--- src/rtl/vigenere_stream_cipher.sv ---
// Vigenere encrypt/decrypt engine for a streaming ASCII character path.
// Runtime-loadable key; letters are shifted (case preserved), the key advances only on letters.
module vigenere_stream_cipher #(
    parameter int MAX_KEY_LEN   = 8,
    parameter bit PASS_NONALPHA = 1'b1,
    parameter int IDX_W         = $clog2(MAX_KEY_LEN)
) (
    input  logic                     clk,
    input  logic                     resetn,
    input  logic                     key_load,
    input  logic [8*MAX_KEY_LEN-1:0] key_in,
    input  logic [IDX_W:0]           key_len_in,
    input  logic                     decrypt,
    input  logic                     in_valid,
    output logic                     in_ready,
    input  logic [7:0]               char_in,
    output logic                     out_valid,
    input  logic                     out_ready,
    output logic [7:0]               char_out,
    output logic [IDX_W-1:0]         key_idx
);

    localparam logic [IDX_W:0] LEN_MAX = (IDX_W+1)'(MAX_KEY_LEN);

    // Handshake: a transfer happens on a posedge where valid && ready are both high.
    // The producer keeps valid and data stable until that edge; ready may depend on valid.

    logic [4:0]     key_shift [MAX_KEY_LEN];
    logic [IDX_W:0] key_len;

    logic           accept;
    logic           is_upper;
    logic           is_lower;
    logic           is_letter;
    logic [7:0]     base;
    logic [4:0]     p;
    logic [4:0]     k;
    logic [5:0]     sum;
    logic [5:0]     r;
    logic [7:0]     result;
    logic [IDX_W:0] len_clamped;
    logic           idx_wrap;

    function automatic logic [4:0] shift_of(input logic [7:0] c);
        if (c >= 8'd65 && c <= 8'd90)
            return 5'(c - 8'd65);
        else if (c >= 8'd97 && c <= 8'd122)
            return 5'(c - 8'd97);
        else
            return 5'd0;
    endfunction

    always_comb begin
        in_ready = !key_load && (!out_valid || out_ready);
        accept   = in_valid && in_ready;
    end

    always_comb begin
        is_upper  = (char_in >= 8'd65) && (char_in <= 8'd90);
        is_lower  = (char_in >= 8'd97) && (char_in <= 8'd122);
        is_letter = is_upper || is_lower;
        base      = is_upper ? 8'd65 : 8'd97;
        // Letter offset fits in 5 bits, so modulo-32 subtraction on the low bits is exact.
        p         = char_in[4:0] - base[4:0];
        k         = key_shift[key_idx];
        if (decrypt)
            sum = {1'b0, p} + 6'd26 - {1'b0, k};
        else
            sum = {1'b0, p} + {1'b0, k};
        r = (sum >= 6'd26) ? (sum - 6'd26) : sum;
        if (is_letter)
            result = base + {2'b00, r};
        else if (PASS_NONALPHA)
            result = char_in;
        else
            result = 8'd32;
    end

    always_comb begin
        if (key_len_in == '0)
            len_clamped = (IDX_W+1)'(1);
        else if (key_len_in > LEN_MAX)
            len_clamped = LEN_MAX;
        else
            len_clamped = key_len_in;
        idx_wrap = ({1'b0, key_idx} == (key_len - 1'b1));
    end

    always_ff @(posedge clk) begin
        if (!resetn) begin
            out_valid <= 1'b0;
            char_out  <= 8'd0;
            key_idx   <= '0;
            key_len   <= (IDX_W+1)'(1);
            for (int i = 0; i < MAX_KEY_LEN; i++)
                key_shift[i] <= 5'd0;
        end else begin
            if (key_load) begin
                for (int i = 0; i < MAX_KEY_LEN; i++)
                    key_shift[i] <= shift_of(key_in[8*i +: 8]);
                key_len <= len_clamped;
                key_idx <= '0;
            end else if (accept && is_letter) begin
                key_idx <= idx_wrap ? '0 : key_idx + 1'b1;
            end

            if (accept) begin
                char_out  <= result;
                out_valid <= 1'b1;
            end else if (out_ready) begin
                out_valid <= 1'b0;
            end
        end
    end

endmodule
--- config.mk ---
export PLATFORM = sky130hd
export DESIGN_NAME = vigenere_stream_cipher
export DESIGN_NICKNAME = d
export VERILOG_FILES = /design/src/rtl/vigenere_stream_cipher.sv
export SDC_FILE = /design/constraint.sdc
export NUM_CORES = 1
export LEC_CHECK = 0
export CORE_ASPECT_RATIO = 1.4
export CORE_UTILIZATION = 43
export CTS_CLUSTER_DIAMETER = 200
export DETAILED_ROUTE_END_ITERATION = 7
export PLACE_DENSITY = 0.8
export REMOVE_ABC_BUFFERS = 1
export SLEW_MARGIN = 20
export SYNTH_ARGS = -nofsm -noshare
export SYNTH_HDL_FRONTEND = slang
export SYNTH_SLANG_ARGS = --single-unit
--- constraint.sdc ---
create_clock -name clk -period 6.45 [get_ports clk]
set_input_delay 1.6125 -clock clk [delete_from_list [all_inputs] [get_ports clk]]
set_output_delay 1.6125 -clock clk [all_outputs]
set_load 0.005 [all_outputs]
======== Yosys cells after proc, flatten, opt, wreduce, memory -nomap -nowiden ========
Memories as Yosys holds them, arrays and structs flattened. A register that Yosys moved wholly into a read port is not among the register bits.
Cells that the tools add are included.
storage, ports and cells
  flip-flop bits (word level) ............. 16
  bits in writable memories ............... 40
  input bits .............................. 82
  output and inout bits ................... 13
  word-level logic and storage cells ...... 160
  memories ................................ 1
operators by class
  $add $sub $neg .......................... 24
  magnitude comparators ................... 38
  equal/unequal tests ..................... 1
  multiplexer cells ....................... 55
  bitwise gates (word level) .............. 9
  reductions and logical operators ........ 28
memories
  name       depth  bits a word  read ports  clocked after memory_dff  wr ports  RTL line  RTL
  key_shift  8      5            1           1                         8         28        logic [4:0] key_shift [MAX_KEY_LEN];
operator list
  operator                                                           number
  2-to-1 mux 5 bit                                                   40
  greater-or-equal comparator 8 x 7 -> 1 bit, second input constant  18
  less-or-equal comparator 8 x 7 -> 1 bit, second input constant     18
  subtractor 5 x 1 -> 5 bit, second input constant                   16
  logical AND 1 bit                                                  21
  2-to-1 mux 6 bit                                                   3
  2-to-1 mux 3 bit                                                   3
  adder 7 x 6 -> 8 bit                                               1
  2-to-1 mux 4 bit                                                   2
  2-to-1 mux 8 bit                                                   1
  bitwise OR 1 bit                                                   8
  adder 5 x 5 -> 6 bit                                               1
  adder 5 x 5 -> 6 bit, second input constant                        1
  greater-or-equal comparator 6 x 5 -> 1 bit, second input constant  1
  2-to-1 mux 1 bit                                                   6
  subtractor 6 x 5 -> 6 bit                                          1
  subtractor 6 x 5 -> 6 bit, second input constant                   1
  subtractor 5 bit                                                   1
  == test 3 x 4 -> 1 bit                                             1
  greater-than comparator 4 bit, second input constant               1
  zero test 4 bit                                                    1
  subtractor 4 x 1 -> 4 bit, second input constant                   1
  adder 3 x 1 -> 3 bit, second input constant                        1
  zero test 1 bit                                                    2
  4 further kinds                                                    5

======== Depth between registers and ports, before layout ========
  word-level depth ........................ 11
  gate-level depth with buffers ........... 20
  gate-level depth less buffers ........... 19

======== Least setup slack after synthesis ========
OpenSTA, ideal clock, no wires.
  path type ............................... input-to-reg
  from .................................... in char_in[0]
  to ...................................... reg char_out[5]
  setup time .............................. 0.122 ns
  arrival time ............................ 4.469 ns
  required time ........................... 6.328 ns
  path slack .............................. 1.859 ns
  stages on the path ...................... 15
  buffers on the path ..................... 0
  cell sequence ........................... inv_1 -> ha_1 -> nor3b_1 -> xor2_1 -> ha_1 -> ha_1 -> a21oi_1 -> o21ai_0 -> xnor2_1 -> a21o_1 -> or4_1 -> o211a_2 -> o21a_1 -> o21ai_1 -> a31oi_1
between the ends
  longest elaborated chain between the ends .. 8
  elaborated cells on any way between the ends .. 18
  classes of those cells .................. 6 x add/sub; 5 x order compare; 4 x mux; 3 x reduce/logical
RTL lines
  what                                                                                     RTL line  RTL
  start: declaration                                                                       16        input logic [7:0] char_in,
  subtractor 5 bit                                                                         64        p = char_in[4:0] - base[4:0];
  adder 5 x 5 -> 6 bit                                                                     67        sum = {1'b0, p} + 6'd26 - {1'b0, k};
  subtractor 6 x 5 -> 6 bit                                                                67
  2-to-1 mux 6 bit                                                                         66        if (decrypt)
  subtractor 6 x 5 -> 6 bit or greater-or-equal comparator 6 x 5 -> 1 bit (tied branches)  70        r = (sum >= 6'd26) ? (sum - 6'd26) : sum;
  2-to-1 mux 6 bit                                                                         70
  adder 7 x 6 -> 8 bit                                                                     72        result = base + {2'b00, r};
  2-to-1 mux 8 bit *                                                                       71        if (is_letter)
  end signal: assignment                                                                   108       char_out <= result;
  end: declaration                                                                         19        output logic [7:0] char_out,
Every way passes the cells marked *; elsewhere a longest branch is shown, timed or not.
A chain may end at the register's enable or synchronous reset.

======== Worst setup path after layout ========
  from .................................... in char_in[0]
  to ...................................... reg char_out[4]
Same word-level chain as after synthesis.

==> impl_table.tex <==
\begin{tabular}{lr}
\hline
Metric & Value \\
\hline
\multicolumn{2}{l}{\textbf{Synth}} \\
\quad Dominant combinational cell family by area after synthesis & simple AND/OR/NAND/NOR gates \\
\quad Share of the yosys chip area belonging to registers & between 30\% and 40\% \\
\quad Netlist cell types & just under 50 \\
\quad Fraction of the mapped netlist area in simple logic gates & 18.6\% \\
\quad Number of warnings issued by yosys & 0 \\
\quad Synthesis-stage register bit count & between 50 and 60 \\
\quad Summed instance area of the synthesized netlist & 0.00437 mm² \\
\quad Synth Area in Compound Gates & between 10\% and 20\% \\
\quad Synthesized-area fraction occupied by xor and xnor cells & $\sim$7.8\% \\
\quad Proportion of synthesized flip-flops having asynchronous set or reset & 0\% \\
\quad Post-Syn Area per Cell & around 9.2 µm² \\
\quad EDFF count, synth & 40 \\
\quad Multiplexer area fraction after synthesis & 8.24\% \\
\quad Primary flip-flop cell chosen by synthesis mapping & sky130\_fd\_sc\_hd\_\_edfxtp\_1 \\
\quad Cells after Synth & between 400 and 500 \\
\quad Adder-Cell Fraction of Synth Area & between 10\% and 20\% \\
\multicolumn{2}{l}{\textbf{Clocking}} \\
\quad Root buffer cell & sky130\_fd\_sc\_hd\_\_clkbuf\_16 \\
\quad Post\_cts resized & 0 \\
\quad Number of buffers inserted by hold repair at cts & 0 \\
\quad Total setup buffers inserted after CTS & 0 \\
\quad TritonCTS Buffers & 9 \\
\quad CTS H-Tree Depth & 3 \\
\quad Clock latency reported for the late side of the worst-skew pair & about 330 ps \\
\quad Clock tree from TritonCTS & yes \\
\quad Clk pin slew, worst setup/hold paths & around 50 ps \\
\quad Number of clock sinks & 59 \\
\quad Maximum clock insertion buffer count & 2 \\
\multicolumn{2}{l}{\textbf{Power}} \\
\quad Total power per unit cell area & about 220 mW/mm² \\
\quad Max VDD drop & $\sim$110 µV \\
\quad Leakage power & around 2.3 nW \\
\multicolumn{2}{l}{\textbf{STA}} \\
\quad Hold Vio Cnt, Final & 0 \\
\quad Setup repair after global routing missed its margin & false \\
\quad Final count of negative-setup-slack endpoints & 0 \\
\quad Pin slew with the least headroom to its limit & 947 ps \\
\quad Worst hold-check slack & approximately 450 ps \\
\quad Maximum achievable frequency & 0.190 GHz \\
\quad Fin crit share & about four fifths \\
\quad Worst slew margin relative to its limit & 36.9\% \\
\quad Fin Setup TNS & 0 ps \\
\quad Time the worst path needs with I/O delays and setup & 5260 ps \\
\quad Count of pins over their slew limit & 0 \\
\quad Worst clock skew & between 7 and 8 ps \\
\multicolumn{2}{l}{\textbf{Final layout}} \\
\quad Post-layout net count & 699 \\
\quad Relative area change from synthesis to final layout & 31.9\% \\
\quad Fillers & 858 \\
\quad Area occupied by multi-input gates & roughly 0.0026 mm² \\
\quad Commonest cells after routing, fill and taps aside & sky130\_fd\_sc\_hd\_\_clkdlybuf4s50\_1 (94), sky130\_fd\_sc\_hd\_\_nor2\_1 (62), sky130\_fd\_sc\_hd\_\_nand2\_1 (47) \\
\quad Most common cell after layout, fill and taps aside & sky130\_fd\_sc\_hd\_\_clkdlybuf4s50\_1 \\
\quad Fraction of layout cells with a size suffix above 1 & $\sim$7\% \\
\quad Total inserted antenna cells & 0 \\
\quad Total area of sequential cells & approximately 0.0016 mm² \\
\multicolumn{2}{l}{\textbf{Setup path}} \\
\quad Crit-path slowest cell & sky130\_fd\_sc\_hd\_\_clkdlybuf4s50\_1 \\
\quad Setup crit end kind & flip-flop \\
\quad Worst r2r dst & char\_out[5]\$\_SDFFE\_PN0P\_ \\
\quad Critical Path Start & char\_in[0] \\
\quad Critical Path RT & 6690 ps \\
\quad Critical path type & in -> reg \\
\quad Top fanout value on the critical path & 6 \\
\quad Number of cells traversed by the worst register-to-register path & 14 \\
\quad Critical Path Max Stage Delay & about 500 ps \\
\quad Endpoint arrival time on the critical path & roughly 5500 ps \\
\quad List of cells traversed by the critical path & clkdlybuf4s50\_1 -> inv\_1 -> ha\_1 -> nor3b\_1 -> xor2\_1 -> ha\_1 -> ha\_1 -> a21oi\_1 -> o21ai\_0 -> xnor2\_1 -> a21o\_1 -> o21ai\_2 -> xnor2\_1 -> ha\_1 -> nand3\_1 -> xor2\_1 -> a211oi\_1 \\
\quad Startpoint type of the worst setup path & primary input \\
\quad Most prevalent standard cell on the critical path & sky130\_fd\_sc\_hd\_\_ha\_1 \\
\quad R2R Setup Slk & between 1500 and 2000 ps \\
\multicolumn{2}{l}{\textbf{Floorplan}} \\
\quad Core area & 0.00990 mm² \\
\quad Area of the die & $\sim$0.011 mm² \\
\quad Die X-Extent & 87.2 µm \\
\quad Overall die height & about 120 µm \\
\quad Total I/O pin count & between 90 and 100 \\
\quad Num rows & 43 \\
\quad Initial core utilization & $\sim$44\% \\
\multicolumn{2}{l}{\textbf{Min path}} \\
\quad Hold\_sp & char\_out[0]\$\_SDFFE\_PN0P\_ \\
\quad Kind of path behind the tightest hold check & reg -> reg \\
\quad Cell count of the worst hold path & 2 \\
\quad Endpoint of the worst hold-timing path & char\_out[0]\$\_SDFFE\_PN0P\_ \\
\multicolumn{2}{l}{\textbf{Run status}} \\
\quad Status & complete, no violations \\
\multicolumn{2}{l}{\textbf{Route}} \\
\quad Remaining number of nets flagged by the antenna check after routing & 0 \\
\quad Detail-routed net length per standard cell & 13.9 µm \\
\quad Wire length reported by the detailed router & approximately 9.9 mm \\
\quad Drt pass-1 iters & 5 \\
\quad Vias after detailed routing & between 3k and 4k \\
\quad Number of DRC markers in iteration 0 & $\sim$130 \\
\quad Via/cell ratio & roughly 5.3 \\
\quad DRC & 0 \\
\multicolumn{2}{l}{\textbf{Global route}} \\
\quad Gr ovfl total & 0 \\
\quad Antenna violations before repair & 0 \\
\quad Global-route wire length before repair & 16.6 mm \\
\quad GR Util All Layers & 20.3\% \\
\quad Maximum number of pins on one net before global-route repair & 43 \\
\quad Number of global-route vias before repair & $\sim$3.9k \\
\multicolumn{2}{l}{\textbf{Placement}} \\
\quad HPWL reported at the end of detailed placement & approximately 7.9 mm \\
\quad GPL Wtd Cong & a little over 0.8 \\
\quad Number of port buffers & 94 \\
\multicolumn{2}{l}{\textbf{Run}} \\
\quad Number of max-cap violations & 0 \\
\hline
\end{tabular}
[flip-flops by register name, indices dropped and copies added (netlist names), named ones only]
register,cells
key_shift,40
char_out,8
key_len,4
key_idx,3
out_valid,1
[kinds of logic (layout without fill, tap and decap cells)]
family                     count (synthesis)  count (layout)
and+or+nand+nor                          175             175
AOI/OAI and AO/OA                         81              81
DFF                                       59              59
adders and majority gates                 48              48
buffers and inverters                     48             149
xor gates and xnor gates                  39              39
muxes                                     23              23
[worst max path at each step]
stage	to	slack, ps	cells past startpoint
after floorplan	char_out[5]$_SDFFE_PN0P_	1860	15
after global placement	char_out[5]$_SDFFE_PN0P_	1140	16
after detailed placement	char_out[4]$_SDFFE_PN0P_	920	17
after CTS	char_out[4]$_SDFFE_PN0P_	1220	17
after global routing	char_out[4]$_SDFFE_PN0P_	730	17
final	char_out[4]$_SDFFE_PN0P_	1190	17
[critical path: cells and delay by family]
kind / cells / cell delay, ps
xor gates and xnor gates: 4 / 850
AOI/OAI and AO/OA: 5 / 850
adders and majority gates: 4 / 1070
and+or+nand+nor: 2 / 450
buffers and inverters: 2 / 660
[layout make-up]
cell class	instances	area share, %
sequential	59	27.4
clock buffer	12	4.62
timing repair buffer	95	16.4
inverter	38	2.47
multi-input combinational	366	45.3
clock inverter	4	0.824
tap	135	2.93
[metrics by stage]
step           instance area [µm²]  instances  total power [W]  util [%]  setup WS (ps)
2_1_floorplan                 4330        463         0.000649         -           1860
3_3_place_gp                  5450        693         0.000759      55.1           1140
3_5_place_dp                  5450        693         0.000774      55.1            921
4_1_cts                       5770        709          0.00127      58.3           1220
5_1_grt                       5770        709          0.00133      58.3            728
6_report                      5770        709          0.00126      58.3           1190
[layer usage]
| layer | up-vias | track usage (%) | share of wire [%] |
|---|---|---|---|
| li1 | 1841 | - | - |
| met1 | 1791 | 20.5 | 38 |
| met2 | 101 | 39.0 | 55 |
| met3 | 27 | 3.33 | 3.4 |
| met4 | 0 | 10.0 | 3.2 |
| met5 | - | 0 | 0 |
[synthesized netlist by cell type (4+ instances only)]
library cell	n	area share, %
sky130_fd_sc_hd__nor2_1	62	5.3
sky130_fd_sc_hd__nand2_1	47	4.0
sky130_fd_sc_hd__ha_1	46	13
sky130_fd_sc_hd__edfxtp_1	40	27
sky130_fd_sc_hd__inv_1	37	3.2
sky130_fd_sc_hd__o21ai_0	31	3.5
sky130_fd_sc_hd__a21oi_1	26	3.0
sky130_fd_sc_hd__xnor2_1	26	5.2
sky130_fd_sc_hd__nor3_1	23	2.6
sky130_fd_sc_hd__dfxtp_1	19	8.7
sky130_fd_sc_hd__xor2_1	13	2.6
sky130_fd_sc_hd__nand2b_1	11	1.6
sky130_fd_sc_hd__mux4_2	10	5.2
sky130_fd_sc_hd__clkbuf_1	9	0.77
sky130_fd_sc_hd__mux2i_1	9	2.1
sky130_fd_sc_hd__nand3_1	8	0.92
sky130_fd_sc_hd__nor4b_1	6	1.2
sky130_fd_sc_hd__a31oi_1	5	0.72
sky130_fd_sc_hd__mux2_2	4	1.0
[power by group]
| part | leakage (nW) | internal [W] | switching, W |
|---|---|---|---|
| sequential | 0.589 | 0.000427 | 0.00000951 |
| combinational | 1.55 | 0.000163 | 0.000170 |
| clock | 0.155 | 0.000329 | 0.000165 |
| total | 2.29 | 0.000919 | 0.000344 |
Note: power is estimated with default switching activity, not from simulation.
